===== src/rtl/conv_sched.sv =====
// Row-job scheduler: hands output rows of each timestep to free SPE workers round-robin.
// Optional no-progress watchdog is compiled in with `define SCHED_WDOG_EN.
//
// state    | meaning
// ---------+-----------------------------------------------------------
// S_IDLE   | waiting for the first load_done after reset
// S_ISSUE  | offering rows of the current timestep to free SPEs
// S_DRAIN  | all rows handed out, waiting for every SPE to report done
// S_TSDONE | one-cycle ts_done pulse, then next timestep or finish
// S_FINISH | layer complete, all_done held until the next load_done

module conv_sched #(
    parameter int NUM_PE      = 5,
    parameter int NUM_ROWS    = 21,
    parameter int NUM_TS      = 2,
    parameter int WDOG_CYCLES = 4096
) (
    input  logic              clk,
    input  logic              reset,
    input  logic              load_done,
    output logic              job_valid,
    input  logic              job_ready,
    output logic [2:0]        job_pe,
    output logic [4:0]        job_row,
    output logic [1:0]        job_ts,
    input  logic [NUM_PE-1:0] pe_done,
    output logic              ts_done,
    output logic              all_done,
    output logic [NUM_PE-1:0] busy,
    output logic              err
);

    typedef enum logic [2:0] {
        S_IDLE,
        S_ISSUE,
        S_DRAIN,
        S_TSDONE,
        S_FINISH
    } state_t;

    state_t            state, state_nxt;
    logic [4:0]        row, row_nxt;
    logic [1:0]        ts, ts_nxt;
    logic [NUM_PE-1:0] busy_nxt;
    logic [2:0]        rr, rr_nxt;
    logic              hold, hold_nxt;
    logic [2:0]        hold_pe, hold_pe_nxt;
    logic              err_nxt;

    logic              free_any;
    logic [2:0]        free_pe;
    logic [3:0]        scan_idx;
    logic              xfer;
    logic              wdog_trip;

    // First free SPE at or after the round-robin pointer.
    always_comb begin
        free_any = 1'b0;
        free_pe  = rr;
        scan_idx = '0;
        for (int k = 0; k < NUM_PE; k++) begin
            scan_idx = {1'b0, rr} + 4'(k);
            if (scan_idx >= 4'(NUM_PE)) begin
                scan_idx = scan_idx - 4'(NUM_PE);
            end
            if (!free_any && !busy[scan_idx[2:0]]) begin
                free_any = 1'b1;
                free_pe  = scan_idx[2:0];
            end
        end
    end

    // A stalled offer keeps its target even if an earlier SPE frees up meanwhile.
    always_comb begin
        job_valid = 1'b0;
        job_pe    = free_pe;
        ts_done   = 1'b0;
        all_done  = 1'b0;
        if (hold) begin
            job_pe = hold_pe;
        end
        case (state)
            S_ISSUE:  job_valid = hold || (free_any && (row < 5'(NUM_ROWS)));
            S_TSDONE: ts_done   = 1'b1;
            S_FINISH: all_done  = 1'b1;
            default:  ;
        endcase
    end

    assign job_row = row;
    assign job_ts  = ts;
    assign xfer    = job_valid & job_ready;

`ifdef SCHED_WDOG_EN
    localparam int WDOG_W = $clog2(WDOG_CYCLES + 1);

    logic [WDOG_W-1:0] wdog_cnt;
    logic              wdog_armed;
    logic              progress;

    assign wdog_armed = (state == S_ISSUE) || (state == S_DRAIN);
    assign progress   = xfer | (|pe_done);
    assign wdog_trip  = wdog_armed && !progress && (wdog_cnt <= WDOG_W'(1));

    // Down-counter: value 1 marks the last idle cycle before the limit.
    always_ff @(posedge clk) begin
        if (reset || !wdog_armed || progress) begin
            wdog_cnt <= WDOG_W'(WDOG_CYCLES - 1);
        end else if (wdog_cnt != '0) begin
            wdog_cnt <= wdog_cnt - WDOG_W'(1);
        end
    end
`else
    assign wdog_trip = 1'b0;
`endif

    always_comb begin
        state_nxt   = state;
        row_nxt     = row;
        ts_nxt      = ts;
        rr_nxt      = rr;
        hold_nxt    = hold;
        hold_pe_nxt = hold_pe;
        busy_nxt    = busy & ~pe_done;
        err_nxt     = err | (|(pe_done & ~busy));

        if (xfer) begin
            busy_nxt[job_pe] = 1'b1;
            row_nxt          = row + 5'd1;
            rr_nxt           = (job_pe == 3'(NUM_PE - 1)) ? 3'd0 : job_pe + 3'd1;
            hold_nxt         = 1'b0;
        end else if (job_valid) begin
            hold_nxt    = 1'b1;
            hold_pe_nxt = job_pe;
        end

        case (state)
            S_IDLE, S_FINISH: begin
                if (load_done) begin
                    state_nxt = S_ISSUE;
                    row_nxt   = '0;
                    ts_nxt    = 2'd1;
                    busy_nxt  = '0;
                end
            end
            S_ISSUE: begin
                if (load_done) err_nxt = 1'b1;
                if (xfer && (row == 5'(NUM_ROWS - 1))) begin
                    state_nxt = S_DRAIN;
                end
            end
            S_DRAIN: begin
                if (load_done) err_nxt = 1'b1;
                if (busy_nxt == '0) begin
                    state_nxt = S_TSDONE;
                end
            end
            S_TSDONE: begin
                if (load_done) err_nxt = 1'b1;
                if (ts < 2'(NUM_TS)) begin
                    state_nxt = S_ISSUE;
                    ts_nxt    = ts + 2'd1;
                    row_nxt   = '0;
                end else begin
                    state_nxt = S_FINISH;
                end
            end
            default: state_nxt = S_IDLE;
        endcase

        if (wdog_trip) begin
            state_nxt = S_FINISH;
            busy_nxt  = '0;
            hold_nxt  = 1'b0;
            err_nxt   = 1'b1;
        end
    end

    always_ff @(posedge clk) begin
        if (reset) begin
            state   <= S_IDLE;
            row     <= '0;
            ts      <= 2'd1;
            busy    <= '0;
            rr      <= '0;
            hold    <= 1'b0;
            hold_pe <= '0;
            err     <= 1'b0;
        end else begin
            state   <= state_nxt;
            row     <= row_nxt;
            ts      <= ts_nxt;
            busy    <= busy_nxt;
            rr      <= rr_nxt;
            hold    <= hold_nxt;
            hold_pe <= hold_pe_nxt;
            err     <= err_nxt;
        end
    end

endmodule

===== config.mk =====
export PLATFORM = sky130hd
export DESIGN_NAME = conv_sched
export DESIGN_NICKNAME = d
export VERILOG_FILES = /design/src/rtl/conv_sched.sv
export SDC_FILE = /design/constraint.sdc
export NUM_CORES = 1
export LEC_CHECK = 0
export BUFFER_PORTS_ARGS = -buffer_cell sky130_fd_sc_hd__buf_2
export CAP_MARGIN = 20
export CORE_AREA = 2 2 94 96
export CTS_CLUSTER_SIZE = 40
export DETAILED_ROUTE_END_ITERATION = 6
export DIE_AREA = 0 0 96 98
export PLACE_DENSITY = 0.44
export SLEW_MARGIN = 0
export SYNTH_ARGS = -nofsm -noshare
export SYNTH_HDL_FRONTEND = slang
export SYNTH_SLANG_ARGS = --single-unit

===== constraint.sdc =====
create_clock -name clk -period 9.7 [get_ports clk]
set_input_delay 2.425 -clock clk [delete_from_list [all_inputs] [get_ports clk]]
set_output_delay 2.425 -clock clk [all_outputs]
set_load 0.02 [all_outputs]

; ---- Yosys cells after proc, flatten, opt, wreduce, memory -nomap -nowiden
; Cells that the tools add are included.
[op_classes]
n_addsub = 12
n_lt_le_gt_ge = 14
n_eq_ne = 10
muxes = 49
n_bitwise = 8
reduce_logical = 25
[ops]
columns = cell, n
row1 = $mux W3, 16
row2 = $mux W5, 6
row3 = $lt A3 B4 Y1 const B, 6
row4 = $ge A4 B3 Y1 const B, 4
row5 = $mux W1, 16
row6 = $bmux W1 S3, 5
row7 = $sub A3 B3 Y3 const B, 5
row8 = $pmux W3 S4, 1
row9 = $and A5 B5 Y5, 2
row10 = $not A5 Y5, 2
row11 = $pmux W5 S2, 1
row12 = $add A3 B2 Y4 const B, 2
row13 = $ne A2 B2 Y1 const B, 4
row14 = $logic_and A1 B1 Y1, 7
row15 = $logic_not A1 Y1, 7
row16 = $eq A3 B2 Y1 const B, 2
row17 = $eq A3 B3 Y1 const B, 2
row18 = $reduce_and A3 Y1, 2
row19 = $add A5 B1 Y5 const B, 1
row20 = $eq A5 B5 Y1 const B, 1
row21 = $logic_not A5 Y1, 1
row22 = $lt A5 B5 Y1 const B, 1
row23 = $or A5 B5 Y5, 1
row24 = $reduce_or A5 Y1, 1
row25 = other kinds (20), 22
[totals]
regBits = 23
out_inout_bits = 19

; ---- Depth between registers and ports, before layout
[depth]
word_depth = 27
depth_mapped = 18

; ---- Worst setup path before layout
; Ideal clock, no wire load.
[synth_timing]
path_type = reg2out
startpoint = register rr[0]
endpoint = output job_pe[0]
t_arrival_ns = 3.039
required_time_ns = 7.275
setup_slack_ns = 4.236
path_stages_with_launch = 13
n_path_buf = 1
path_cell_list = dfxtp_1 -> inv_1 -> ha_1 -> inv_1 -> fa_1 -> nor2_1 -> mux4_2 -> mux2i_4 -> a21bo_1 -> o211a_1 -> o31a_1 -> buf_2 -> inv_1
[synth_between]
elab_chain_len = 18
[synth_lines]
columns = item, line_no
row1 = from (decl), 45  ; logic [2:0] rr, rr_nxt;
row2 = from (signal assigned), 194  ; rr <= rr_nxt;
row3 = $add A3 B1 Y4, 62  ; scan_idx = {1'b0, rr} + 4'(k);
row4 = $ge A4 B3 Y1 or $sub A3 B3 Y3 (tied branches), "63, 64"
row5 = $mux W3, 63  ; if (scan_idx >= 4'(NUM_PE)) begin
row6 = $bmux W1 S3, 66  ; if (!free_any && !busy[scan_idx[2:0]]) begin
row7 = $mux W1 (implied by the code), 66
row8 = $logic_not A1 Y1, 66
row9 = $logic_and A1 B1 Y1, 66
row10 = $mux W1, 66
row11 = (+2 left out), n/a
row12 = $mux W1, 66
row13 = $logic_not A1 Y1, 66
row14 = $logic_and A1 B1 Y1, 66
row15 = $mux W1, 66
row16 = $logic_not A1 Y1, 66
row17 = $logic_and A1 B1 Y1, 66
row18 = $mux W3 *, 66
row19 = $mux W3 *, 79  ; if (hold) begin
row20 = to (decl), 23  ; output logic [2:0] job_pe,
; Every way passes the cells marked *; elsewhere a longest branch is shown, timed or not. The select of a mux whose other input is x is not followed.

; ---- Worst setup path in the final report
; Same ends and word-level chain as after synthesis.

==> metrics <==
status=finished, final reports clean; Logic pwr share=66.9%; Seq/Total Area, Yosys=18.9%; commonest non-fill, non-tap cell in the layout=nor2_1; first-pass GRT wire length=11.8 mm; vias in the first global route=2341; P_leak=0.00107 uW; H-tree depth=1; CTS Hold Bufs=0; final setup vio count=0; num ports=28; crit path DAT=4400 ps; Pre-antenna DRT Iters=4; final wirelength=7.07 mm; Clock Latency Late Sink=270 ps; remaining antenna violation count after routing=0; Synth Net Count=342; Synth-to-Final Area Change=9.34%; all-layer global routing usage=15.6%; Final Max Slew Viols=0; # resized after CTS=0; routed wl met2=3.34 mm; sw frac=51.8%; Die H=98 um; DR vias=2337; TritonCTS Buffers=3; Starting Density=28.8%; HP Class=flip-flop to flip-flop; Slew headroom=45.2%; CTS clk-pin slew, worst paths=80 ps; hold path depth=2; GRT overflow=0; Flop pwr share=23.0%; # nets final=357; Wirelength per Cell=16.0 um; Reg2Reg Depth=16; synth unique cells=74; drt first-iter violations=65; Via density=5.29; met3 WL=192 um; Final Skew=7.45 ps; Post-Route M1 WL=3.44 mm; crit share post-route=70.4%; Detail Placement HPWL=5.36 mm; Core Area=0.00847 mm2; Clock power frac=10.1%; initial antenna violation count=0; CP endpoint kind=output port; number of remaining DRC errors=0; min Tclk post-route=6830 ps; # rows=34; Cell Int Power=289 uW; P_sw=311 uW; synthesized area=0.00244 mm2; pwr dens=225 mW/mm2; pre-CTS WS=3200 ps; asr flop ratio synth=0%; commonest cells after routing, fill and taps aside=nor2_1, nand2_1, buf_2, dfxtp_1; Slew @ Worst Pin=821 ps; Worst EP required=7280 ps; pin count of the biggest net entering global routing=35; Fin. Hold Viols=0; crit path launch type=flip-flop; layout cells sized above 1=15.9%; Top Metal Used=met4; CTS tree=built; Post-CTS Setup Inserts=0; max-cap violation count=0; critical path class=flip-flop to output port; instance count of the mapped netlist=320; Clock Tree Buf Depth=2; count of state elements after synthesis=23; Die Area=0.00941 mm2; RSZ-0062 raised after global routing=no; PortBufs=27; Synth Flop Type=dfxtp_1; EDFF count, synth=0; gpl congestion=0.822; Final TNS setup=0 ps; Achievable Freq=146 MHz; worst setup margin=2870 ps; diode count=0; maximum VDD drop=0.0671 mV; Yosys warnings=0; Clock Sink Count=23; Syn Area/Cell=7.62 um2; DIE WIDTH=96 um; CTS root buf=clkbuf_8; Crit Path Max Fanout=34
[worst paths after layout]
check / from / end / slack (ps)
max reg2reg: rr[0]$_SDFFE_PP0N_ / rr[2]$_SDFFE_PP0N_ / 4790
min: hold_pe[0]$_SDFFE_PP0P_ / hold_pe[0]$_SDFFE_PP0P_ / 510
min reg2reg: hold_pe[0]$_SDFFE_PP0P_ / hold_pe[0]$_SDFFE_PP0P_ / 510
max: rr[0]$_SDFFE_PP0N_ / job_pe[0] / 2870
[power by group through the flow]
stage / Sequential [uW] / Combinational, uW / Clock [uW]
detailed placement: 140 / 401 / 0
global route: 142 / 443 / 67.9
finish: 138 / 401 / 60.5
global placement: 141 / 406 / 0
CTS: 138 / 403 / 63.0
floorplan: 125 / 325 / 0
[cell families (layout without fill, tap and decap cells)]
kind of cell	Yosys count	after routing	share of synthesized area (%)
DFF	23	23	18.9
buffers and inverters	39	53	7.18
AOI/OAI and AO/OA	94	94	29.0
and+or+nand+nor	124	124	26.3
adders and majority gates	13	13	6.98
muxes	17	17	8.06
xor gates and xnor gates	10	10	3.59
[worst max-delay path: stages (launching register included)]
cell and delay [ps]:
dfxtp_1 320, buf_4 340, inv_1 320, ha_1 320, ha_1 450, or2_2 350
o21ai_1 300, nand3_1 160, o32ai_1 230, o21ai_1 240, o21ai_0 260, o211a_1 210
o31a_1 350, inv_1 100, buf_2 180
[Yosys cell counts (all sizes together) (4+ instances only)]
library cell	number	area [um2]
nor2b	8	50.1
a211oi	7	57.6
buf	14	81.3
nor2	33	126
nand2	29	109
and2	5	33.8
ha	12	150
o211a	4	40.0
a21oi	20	100
a21o	4	30.0
o21a	5	37.5
mux2i	15	163
dfxtp	23	460
nand2b	8	50.1
a31oi	6	43.8
nor3	9	55.1
nand4	6	43.8
inv	21	78.8
clkbuf	4	15.0
o21ai	13	65.1
xnor2	7	61.3
nand3	8	45.0
nand3b	4	30.0
[layer usage]
layer / vias up / global-route usage, %
li1: 1197 / -
met1: 1098 / 21.2
met2: 31 / 26.0
met3: 11 / 1.47
met4: 0 / 4.29
met5: - / 0
[state kept, by name (all words and copies together) (netlist names)]
name	cells
busy	5
job_row	5
hold_pe	3
rr	3
state	3
job_ts	2
err	1
hold	1
[stage by stage]
stage / utilization, % / cells / instance area (um2) / hold WS [ps] / total power, uW
2_1_floorplan: - / 320 / 2440 / 478 / 450
4_1_cts: 31.5 / 442 / 2670 / 510 / 603
3_3_place_gp: 30.9 / 438 / 2620 / 489 / 546
5_1_grt: 31.5 / 442 / 2670 / 530 / 653
3_5_place_dp: 30.9 / 438 / 2620 / 496 / 541
6_report: 31.5 / 442 / 2670 / 509 / 600
[area by class of cell]
cell class	instances	area, um2
Multi-Input combinational cell	258	1800
Inverter	21	78.8
Timing Repair Buffer	28	143
Tap cell	108	135
Clock inverter	1	5.00
Sequential cell	23	460
Fill cell	927	5800
Clock buffer	3	41.3
Power figures use the tool's default switching activity.
